**config.mk**
```make
export PLATFORM = sky130hd
export DESIGN_NAME = pc_fetch_unit
export DESIGN_NICKNAME = d
export VERILOG_FILES = /design/src/rtl/cpu_pkg.sv /design/src/rtl/branch_target_calc.sv /design/src/rtl/pc_fetch_unit.sv
export SDC_FILE = /design/constraint.sdc
export NUM_CORES = 1
export LEC_CHECK = 0
export ABC_AREA = 1
export CAP_MARGIN = 20
export CORE_ASPECT_RATIO = 1.1
export CORE_UTILIZATION = 35
export DETAILED_ROUTE_END_ITERATION = 12
export DONT_BUFFER_PORTS = 1
export PLACE_DENSITY = 0.49
export SETUP_SLACK_MARGIN = 0.2
export SLEW_MARGIN = 5
export SYNTH_ARGS = -nofsm -noshare
export SYNTH_HDL_FRONTEND = slang
export SYNTH_SLANG_ARGS = --single-unit
```
**constraint.sdc**
```tcl
create_clock -name clk -period 3.92 [get_ports clk]
set_input_delay 0.588 -clock clk [delete_from_list [all_inputs] [get_ports clk]]
set_output_delay 0.588 -clock clk [all_outputs]
set_load 0.02 [all_outputs]
```
**src/rtl/cpu_pkg.sv**
```systemverilog
`default_nettype none
// ============================================================================
// Package     : cpu_pkg
// Description : Shared types and default constants for the fetch stage.
// Revision    : 1.0 - initial release
// ============================================================================
package cpu_pkg;

    typedef enum logic [1:0] {
        NONE   = 2'b00,
        BRANCH = 2'b01,
        JAL    = 2'b10,
        JALR   = 2'b11
    } tipo_salto_t;

    typedef enum logic [1:0] {
        S_INIT  = 2'd0,
        S_FETCH = 2'd1,
        S_REDIR = 2'd2
    } fetch_state_t;

    localparam logic [31:0] c_default_reset_pc = 32'h0000_0000;
    localparam logic [31:0] c_default_trap_vec = 32'h0000_0100;

    // A jump type plus comparator result says whether EX wants a redirect.
    function automatic logic is_redirect(input logic [1:0] tipo, input logic taken);
        return (tipo == JAL) || (tipo == JALR) || ((tipo == BRANCH) && taken);
    endfunction

endpackage
`default_nettype wire

```
**src/rtl/branch_target_calc.sv**
```systemverilog
`default_nettype none
// ============================================================================
// Module      : branch_target_calc
// Description : Combinational redirect target and misalignment detection.
// Revision    : 1.0 - initial release
// ============================================================================
module branch_target_calc
    import cpu_pkg::*;
(
    input  logic [1:0]  tipo_salto,
    input  logic [31:0] pc_ex,
    input  logic [31:0] imm,
    input  logic [31:0] valA,
    output logic [31:0] target,
    output logic        misaligned
);

    logic [31:0] w_pc_rel;
    logic [31:0] w_reg_rel;

    assign w_pc_rel  = pc_ex + imm;
    // jalr drops bit 0, so only bit 1 can make its target misaligned
    assign w_reg_rel = (valA + imm) & ~32'h1;

    always_comb begin
        target     = w_pc_rel;
        misaligned = |w_pc_rel[1:0];
        if (tipo_salto == JALR) begin
            target     = w_reg_rel;
            misaligned = w_reg_rel[1];
        end
    end

endmodule
`default_nettype wire

```
**src/rtl/pc_fetch_unit.sv**
```systemverilog
`default_nettype none
// ============================================================================
// Module      : pc_fetch_unit
// Description : Program counter, fetch request FSM and redirect/trap handling.
// Revision    : 1.0 - initial release
// ============================================================================
module pc_fetch_unit
    import cpu_pkg::*;
#(
    parameter logic [31:0] RESET_PC = c_default_reset_pc,
    parameter logic [31:0] TRAP_VEC = c_default_trap_vec
) (
    input  logic        clk,
    input  logic        rst_n,
    input  logic        stall,
    input  logic [1:0]  tipo_salto,
    input  logic        resultado,
    input  logic [31:0] pc_ex,
    input  logic [31:0] imm,
    input  logic [31:0] valA,
    input  logic        imem_ready,
    output logic [31:0] pc,
    output logic [31:0] pc_mas4,
    output logic        imem_valid,
    output logic        flush,
    output logic        excep_desal,
    output logic [31:0] cnt_saltos
);

    fetch_state_t r_state;
    fetch_state_t w_state_nxt;
    logic [31:0]  r_pc;
    logic         r_flush;
    logic         r_excep;
    logic [31:0]  r_cnt;
    logic [31:0]  w_target;
    logic         w_misaligned;
    logic         w_redirect;
    logic         w_advance;

    branch_target_calc u_target (
        .tipo_salto (tipo_salto),
        .pc_ex      (pc_ex),
        .imm        (imm),
        .valA       (valA),
        .target     (w_target),
        .misaligned (w_misaligned)
    );

    // EX only carries a bubble outside S_FETCH, so redirects are ignored there.
    assign w_redirect = (r_state == S_FETCH) && is_redirect(tipo_salto, resultado);
    assign w_advance  = (r_state == S_FETCH) && !w_redirect && !stall && imem_ready;

    always_ff @(posedge clk or negedge rst_n) begin
        if (!rst_n) begin
            r_state <= S_INIT;
        end else begin
            r_state <= w_state_nxt;
        end
    end

    always_comb begin
        w_state_nxt = r_state;
        case (r_state)
            S_INIT:  w_state_nxt = S_FETCH;
            S_FETCH: if (w_redirect) w_state_nxt = S_REDIR;
            S_REDIR: w_state_nxt = S_FETCH;
            default: w_state_nxt = S_INIT;
        endcase
    end

    always_comb begin
        imem_valid = 1'b0;
        if (r_state == S_FETCH) begin
            imem_valid = !stall;
        end
    end

    always_ff @(posedge clk or negedge rst_n) begin
        if (!rst_n) begin
            r_pc    <= RESET_PC;
            r_flush <= 1'b0;
            r_excep <= 1'b0;
            r_cnt   <= 32'h0;
        end else begin
            r_flush <= w_redirect;
            r_excep <= w_redirect && w_misaligned;
            if (w_redirect) begin
                r_pc <= w_misaligned ? TRAP_VEC : w_target;
                if (r_cnt != 32'hFFFF_FFFF) begin
                    r_cnt <= r_cnt + 32'd1;
                end
            end else if (w_advance) begin
                r_pc <= r_pc + 32'd4;
            end
        end
    end

    assign pc          = r_pc;
    assign pc_mas4     = r_pc + 32'd4;
    assign flush       = r_flush;
    assign excep_desal = r_excep;
    assign cnt_saltos  = r_cnt;

endmodule
`default_nettype wire

```
## Yosys cells after proc, flatten, opt, wreduce, memory -nomap -nowiden

Cells that the tools add are included.
Widths: inputs -> output; s select.

- Register bits: 68
- Bits of input ports: 103

- Eq/ne operators: 7
- Multiplexer cells: 8
- Add/sub/neg operators: 4
- Reductions and logical operators: 15

Operator list:

| cell | number |
|---|---|
| $mux 32 | 4 |
| $add 32x32->32 | 2 |
| $add 32x1->32 const B | 1 |
| $add 32x3->32 const B | 1 |
| $ne 32x32->1 const B | 1 |
| $eq 2x2->1 const B | 3 |
| $logic_and 1x1->1 | 6 |
| $eq 2x1->1 const B | 2 |
| $pmux 2 s2 | 1 |
| $reduce_or 2->1 | 2 |
| $logic_not 1->1 | 2 |
| $logic_not 2->1 | 1 |
| $logic_or 1x1->1 | 2 |
| $mux 1 | 2 |
| $mux 2 | 1 |
| $ne 2x2->1 const B | 1 |
| $reduce_and 2->1 | 1 |
| $reduce_bool 2->1 | 1 |

## Depth between registers and ports, before layout

Gate-level depths: netlist (run 1).

- Depth in word-level cells: 10
- Depth in mapped cells: 15
- Depth with buffers taken out: 15

## By module

From an unflattened synthesis (run 1), not the netlist that was laid out.

- Cells, all modules: 1794
- Area total of the unflattened synthesis: 9720.6 um^2

Modules (own cells, without submodules):

| module | times used | area each (um^2) | seq. area each (um^2) | cells an instance |
|---|---|---|---|---|
| branch_target_calc | 1 | 5072.4 | 0.0 | 1078 |
| pc_fetch_unit | 1 | 4648.2 | 1701.6 | 716 |

## Worst setup path before layout (run 1)

No wires, ideal clock.

- Path kind: reg2out
- From: reg r_pc[3], in the netlist pc[3]
- To: out pc_mas4[22]
- Buffers on the path: 0
- Stages on the path, launching flop included: 9
- Path slack: 1.565 ns
- Arrival: 1.767 ns
- Path through: dfrtp_1 ha_1 nand2_2 nor2_4 nand3_2 nor2_4 nand2_2 nor2_4 xor2_1

- Word-level cells in the longest chain between the ends: 1

RTL lines:

| element | RTL line | RTL |
|---|---|---|
| start, declared | pc_fetch_unit.sv:32 | `logic [31:0] r_pc;` |
| start signal, assigned | pc_fetch_unit.sv:89 | `r_pc <= w_misaligned ? TRAP_VEC : w_target;` |
| start signal, assigned | pc_fetch_unit.sv:94 | `r_pc <= r_pc + 32'd4;` |
| $add 32x3->32 | pc_fetch_unit.sv:100 | `assign pc_mas4 = r_pc + 32'd4;` |
| end, declared | pc_fetch_unit.sv:23 | `output logic [31:0] pc_mas4,` |

No other way between the ends.

## Worst setup path in the final report (run 1)

Ends and elaborated chain as after synthesis.

==> impl_metrics.ini, run 1 <==
[yosys]
netlist_top_cells_count = 538 x nand2_1, 271 x inv_1, 167 x nor2_1, 126 x nand3_1, 68 x dfrtp_1
ys_seq_area_share_pct = 19.1
ys_top_cells_by_area = nand2_1 23%, dfrtp_1 19%, inv_1 11%
yosysMostFrequentCell = nand2_1
async_flop_share_pct = 100
ys.warnings.count = 0
synth_largest_area_cell = nand2_1
synth_edf_count = 0
ys_types = 40
synth.avg_cell_area_sq_um = 5.76
ys.flop_type = dfrtp_1
synthesis.nets = 1717
syn-cell-area_sq_um = 8920
synth_seq_cells = 68
post-synth-top-area-fraction_pct = 22.6
syn_inst = 1549

[global_routing]
grt_pass1_wl_mm = 48.3
grt_overflow = 0
grt_pass1_vias = 9057
track_usage_pct = 23.6
grt_max_degree = 69
antenna_found_initial = 0

[clock_network]
clk_pin_slew_ns = 0.06
cts-root-buf = clkbuf_16
cts_tree = yes
cts_made_buffers = 9
cts_resized = 0
clock_latency_ns = 0.34
cts.path.max_buffers = 2
htreeDepth = 3
cts.sinks = 68

[die]
die_x_um = 154
start_util_pct = 36.0
die_h_um = 169
placementRows = 60
core_area_sq_um = 24800
io_pins = 202
die_area_sq_um = 26100

[drt]
routed_via_density = 5.00
wl_mm = 30.5
vias = 9305
wl_per_cell_um = 16.4
drt_iter0_drc = 483
drc_errors = 0
drtAntennaViolNets = 0
firstDrtPassIters = 5

[layout]
fillers = 2831
postLayoutCellArea_sq_um = 9590
final_util_pct = 38.7
multi_input_area_sq_um = 6090
seq_area_sq_um = 1700
num_antenna_cells = 0
area_delta_synth_final_pct = 7.51
drive_above_1_share_pct = 3.87
final_nets = 1714

[worst_setup_path]
path_max_fanout = 4
r2r_setup_slack_ns = 1.45
timing.rr.start = pc[3]
crit_arrival_ns = 2.37
cp-start-kind = flip-flop
worstPathCellList = ha_1, nand2_2, nor2_4, nand3_2, nor2_4, nand2_2, nor2_4, xor2_1
cpPeakStageDelay_ns = 0.51
crit_top_cell = nor2_4
cpMaxStageDelayCell = dfrtp_1
required_ns = 3.33
timing.rr.end = pc[22]
end_kind = output port
r2r_cells = 10
worstSetupPathType = reg2out

[timing]
tightest_slew_ns = 1.07
slew_headroom_pct = 28.8
rsz0062_at_grt = no
layout_min_cycle_time_ns = 2.96
holdWs_ns = 0.114
finalCritPeriodShare_pct = 75.4
fin_skew_ns = 0.00874
drv_slew = 0
final.setup.tns_ns = 0
hold_violations = 0
fmax_mhz = 338
setup_viol = 0

[power_and_ir_drop]
ir_worst_vdd_mv = 0.247
power_density_nw_per_um2 = 468
leakage_nw = 5.33

[job]
max-cap-violations = 0

[placement]
placed_cell_area_sq_um = 9240
dpl.hpwl_mm = 25.9
place_congestion = 0.901
port_buffers = 0

[min_path]
hold_class = in2async

[outcome]
outcome = finished, final reports clean
==> worst max path at each step <==
stage | start | to | slack [ns] | cells after the start
floorplan | pc[3] | pc_mas4[22] | 1.56 | 8
global placement | pc[3] | pc_mas4[22] | 1.31 | 8
detailed placement | pc[3] | pc_mas4[22] | 1.29 | 8
CTS | pc[3] | pc_mas4[22] | 0.92 | 8
global route | pc[3] | pc_mas4[22] | 0.78 | 8
finish | pc[3] | pc_mas4[22] | 0.96 | 8
==> where the power goes <==
part,switching [mW],total [mW],internal (mW),leakage (nW)
Clock,0.308,0.862,0.554,0.151
Combinational,1.51,2.12,0.616,4.32
Sequential,0.597,1.50,0.906,0.860
==> routing by layer <==
| layer | vias to the layer above | global-route usage, % | part of all wire, % |
|---|---|---|---|
| met5 | - | 0 | 0 |
| li1 | 4817 | - | - |
| met4 | 0 | 4.87 | 1.3 |
| met3 | 20 | 3.58 | 6.0 |
| met2 | 236 | 40.5 | 46 |
| met1 | 4232 | 31.3 | 46 |
==> what timing repair did <==
item / CTS / global route
buffers inserted: 0 / 0
endpoints found under the setup margin: 0 / 0
endpoints found under the hold margin: 68 / 0
hold buffers: 1 / 0
==> cells by family (layout without fill, tap and decap cells) <==
group	after synthesis	after routing	synth area share [%]
AO/OA/AOI/OAI	129	129	7.90
buffers and inverters	294	295	12.7
XOR/XNOR	70	70	7.13
flip-flops	68	68	19.1
adder cells (fa/ha/maj)	65	65	9.29
AND/OR/NAND/NOR	923	923	43.9
==> sequential cells by signal (all words and copies together) (netlist names) <==
register,count
pc,32
flush,1
cnt_saltos,32
excep_desal,1
r_state,2
==> cell usage in the layout, fill, tap and decap left out, types with 2 or more instances in the layout <==
cell type    n
clkinv_4     2
nand2_1    538
and3_1       3
a31oi_1      5
dfrtp_1     68
clkbuf_16    9
or2_2        5
xnor2_2      3
and2_1       3
o211ai_1     3
a22oi_1      6
xor2_1      46
a21boi_0     3
nor2_1     166
ha_1        63
xnor2_1     21
o21ai_0     30
nand3_1    126
o21bai_1     9
nand4_1     16
nor3_1      23
nor2_2       4
nor2_4       6
bufinv_16    2
nand3b_1     8
fa_1         2
a21oi_1     65
nor3_2       6
nand3_2      3
buf_4        5
inv_1      271
nor4_1       6
inv_2        3
nand2_2      6
o21ai_1      8
==> worst max-delay path: cells and delay by family, from the launching register on <==
kind                       cells  cell delay (ns)
and+or+nand+nor                6             0.73
xor gates and xnor gates       1             0.48
DFF                            1             0.51
adders and majority gates      1             0.31
==> stage by stage <==
stage,std cells,power [mW],worst slack (ns)
3_3_place_gp,1844,3.60,1.31
3_5_place_dp,1844,3.61,1.29
2_1_floorplan,1549,3.01,1.56
4_1_cts,1860,4.51,0.919
5_1_grt,1860,4.84,0.777
6_report,1860,4.49,0.962
==> area by class of cell <==
| type | instances | share of cell area, % |
|---|---|---|
| Sequential cell | 68 | 17.7 |
| Tap cell | 310 | 4.05 |
| Multi-Input combinational cell | 1187 | 63.5 |
| Timing Repair Buffer | 6 | 0.679 |
| Inverter | 274 | 10.7 |
| Clock buffer | 9 | 2.35 |
| Clock inverter | 6 | 0.940 |
Note: power is estimated with default switching activity, not from simulation.
==> run 2, diff against run 1 <==
Settings changed: PLACE_DENSITY 0.49 to 0.51.
Clock period 3.92 ns to 2.6 ns, I/O delays scaled along.
==> run 2 against run 1 <==
Critical path depth rose by 1. Final area rose by 4.4%. Utilization rose by 1.7 points. Register-to-register slack got worse by 1.1 ns. Worst setup slack got worse by 0.76 ns. Final cell count rose by 2.2%. Critical path type unchanged. Largest cell class unchanged. Largest power group unchanged.
==> impl_metrics.ini, run 2 (synthesis results as in run 1) <==
[min_path]
hold_class = in2reg

[global_routing]
antenna_found_initial = 0
grt_max_degree = 69
grt_overflow = 0
grt_pass1_wl_mm = 50.2
track_usage_pct = 25.2
grt_pass1_vias = 8981

[worst_setup_path]
worstSetupPathType = reg2out
required_ns = 2.21
end_kind = output port
path_max_fanout = 3
crit_arrival_ns = 2.01
cp-start-kind = flip-flop

[timing]
setup_viol = 0
tightest_slew_ns = 0.606
fmax_mhz = 416
layout_min_cycle_time_ns = 2.40
setup_slack_ns = 0.199
drv_slew = 0
holdWs_ns = 0.253
fin_skew_ns = 0.00559
hold_violations = 0
rsz0062_at_grt = yes
finalCritPeriodShare_pct = 92.3
slew_headroom_pct = 59.5

[drt]
drt_iter0_drc = 687
wl_mm = 32.5
routed_via_density = 5.00
vias = 9499
wl_per_cell_um = 17.1
firstDrtPassIters = 5
drc_errors = 0
drtAntennaViolNets = 0

[power_and_ir_drop]
leakage_nw = 5.53
power_density_nw_per_um2 = 721
total_power_mw = 7.22
ir_worst_vdd_mv = 0.351

[placement]
placed_cell_area_sq_um = 9530
place_congestion = 0.957
port_buffers = 0
dpl.hpwl_mm = 27.5
post-place-ws_ns = -0.0587

[outcome]
outcome = finished, final reports clean

[clock_network]
cts_tree = yes
cts.sinks = 68
cts-root-buf = clkbuf_16
clk_pin_slew_ns = 0.06
cts_made_buffers = 9
htreeDepth = 3
clock_latency_ns = 0.34
cts.path.max_buffers = 2

[layout]
final_nets = 1754
postLayoutCellArea_sq_um = 10000
area_delta_synth_final_pct = 12.2
drive_above_1_share_pct = 7.29
num_antenna_cells = 0
final_cell_mix = 537 x nand2_1, 271 x inv_1, 164 x nor2_1
final_common_cell = nand2_1
final_util_pct = 40.4

[die]
die_area_sq_um = 26100
io_pins = 202
core_area_sq_um = 24800
die_h_um = 169
start_util_pct = 36.0
placementRows = 60
die_x_um = 154

[job]
max-cap-violations = 0
[run 2: changes by cell type in the layout (fill, tap and decap cells not counted), moves of 2 or more]
cell	change
xor2_2	+6
bufinv_16	-2
nor2_2	+2
xor2_1	-8
xnor2_2	-3
xnor2_4	+3
nor2_1	-2
dfrtp_2	+4
inv_6	+2
xor2_4	+2
dfrtp_1	-4
buf_4	+38
[run 2: timing repair]
item,4_1_cts,5_1_grt
gates resized for setup,14,9
endpoints found under the hold margin,68,0
setup endpoints to repair,14,23
hold buffers,2,0
pin swaps,1,7
gates cloned,0,0
setup buffers,0,2
[run 2: layout make-up]
| cell class | count | area [sq um] |
|---|---|---|
| clock buffers | 9 | 225 |
| flip-flops and latches | 68 | 1710 |
| well taps | 310 | 388 |
| inverters | 274 | 1030 |
| multi-input cells | 1187 | 6230 |
| fillers | 2773 | 14800 |
| clock inverters | 7 | 51.3 |
| repair buffers | 46 | 380 |
[run 2: path summary, 6_finish.rpt]
path	to	slack, ns	cells past startpoint	start
worst min-delay path	r_state[1]	0.25	2	tipo_salto[1]
worst max-delay path	pc_mas4[22]	0.20	9	pc[2]
worst max register to register	cnt_saltos[30]	0.35	12	cnt_saltos[1]
min in group asynchronous	r_state[0]	0.60	2	rst_n
worst min register to register	r_state[0]	0.43	1	r_state[0]
max in group asynchronous	pc[22]	1.70	2	rst_n
[run 2: metrics by stage]
stage / instances / setup TNS [ns]
floorplan: 1549 / 0
global placement: 1881 / -0.0858
detailed placement: 1881 / -0.0587
CTS: 1899 / 0
global route: 1901 / 0
finish: 1901 / 0
[run 2: per-layer routing]
layer	track usage, %	up-vias	routed length, um
met5	0	-	0
met4	8.78	0	755
met1	34.0	4251	15000
met3	3.35	36	2200
li1	-	4902	-
met2	41.0	310	14600
[run 2: power breakdown]
| part | total (mW) | switching (mW) | internal (mW) |
|---|---|---|---|
| clock network | 1.15 | 0.505 | 0.650 |
| logic | 4.16 | 2.81 | 1.35 |
| registers | 1.90 | 0.525 | 1.38 |
| total | 7.22 | 3.84 | 3.38 |
[run 2: worst max-delay path, cell delays in order (launching register included)]
cell,delay (ns)
dfrtp_1,0.36
ha_2,0.23
nand2_2,0.08
nor2_4,0.13
nand3_2,0.11
nor2_4,0.12
nand2_2,0.11
nor2_4,0.17
xor2_2,0.19
buf_4,0.17
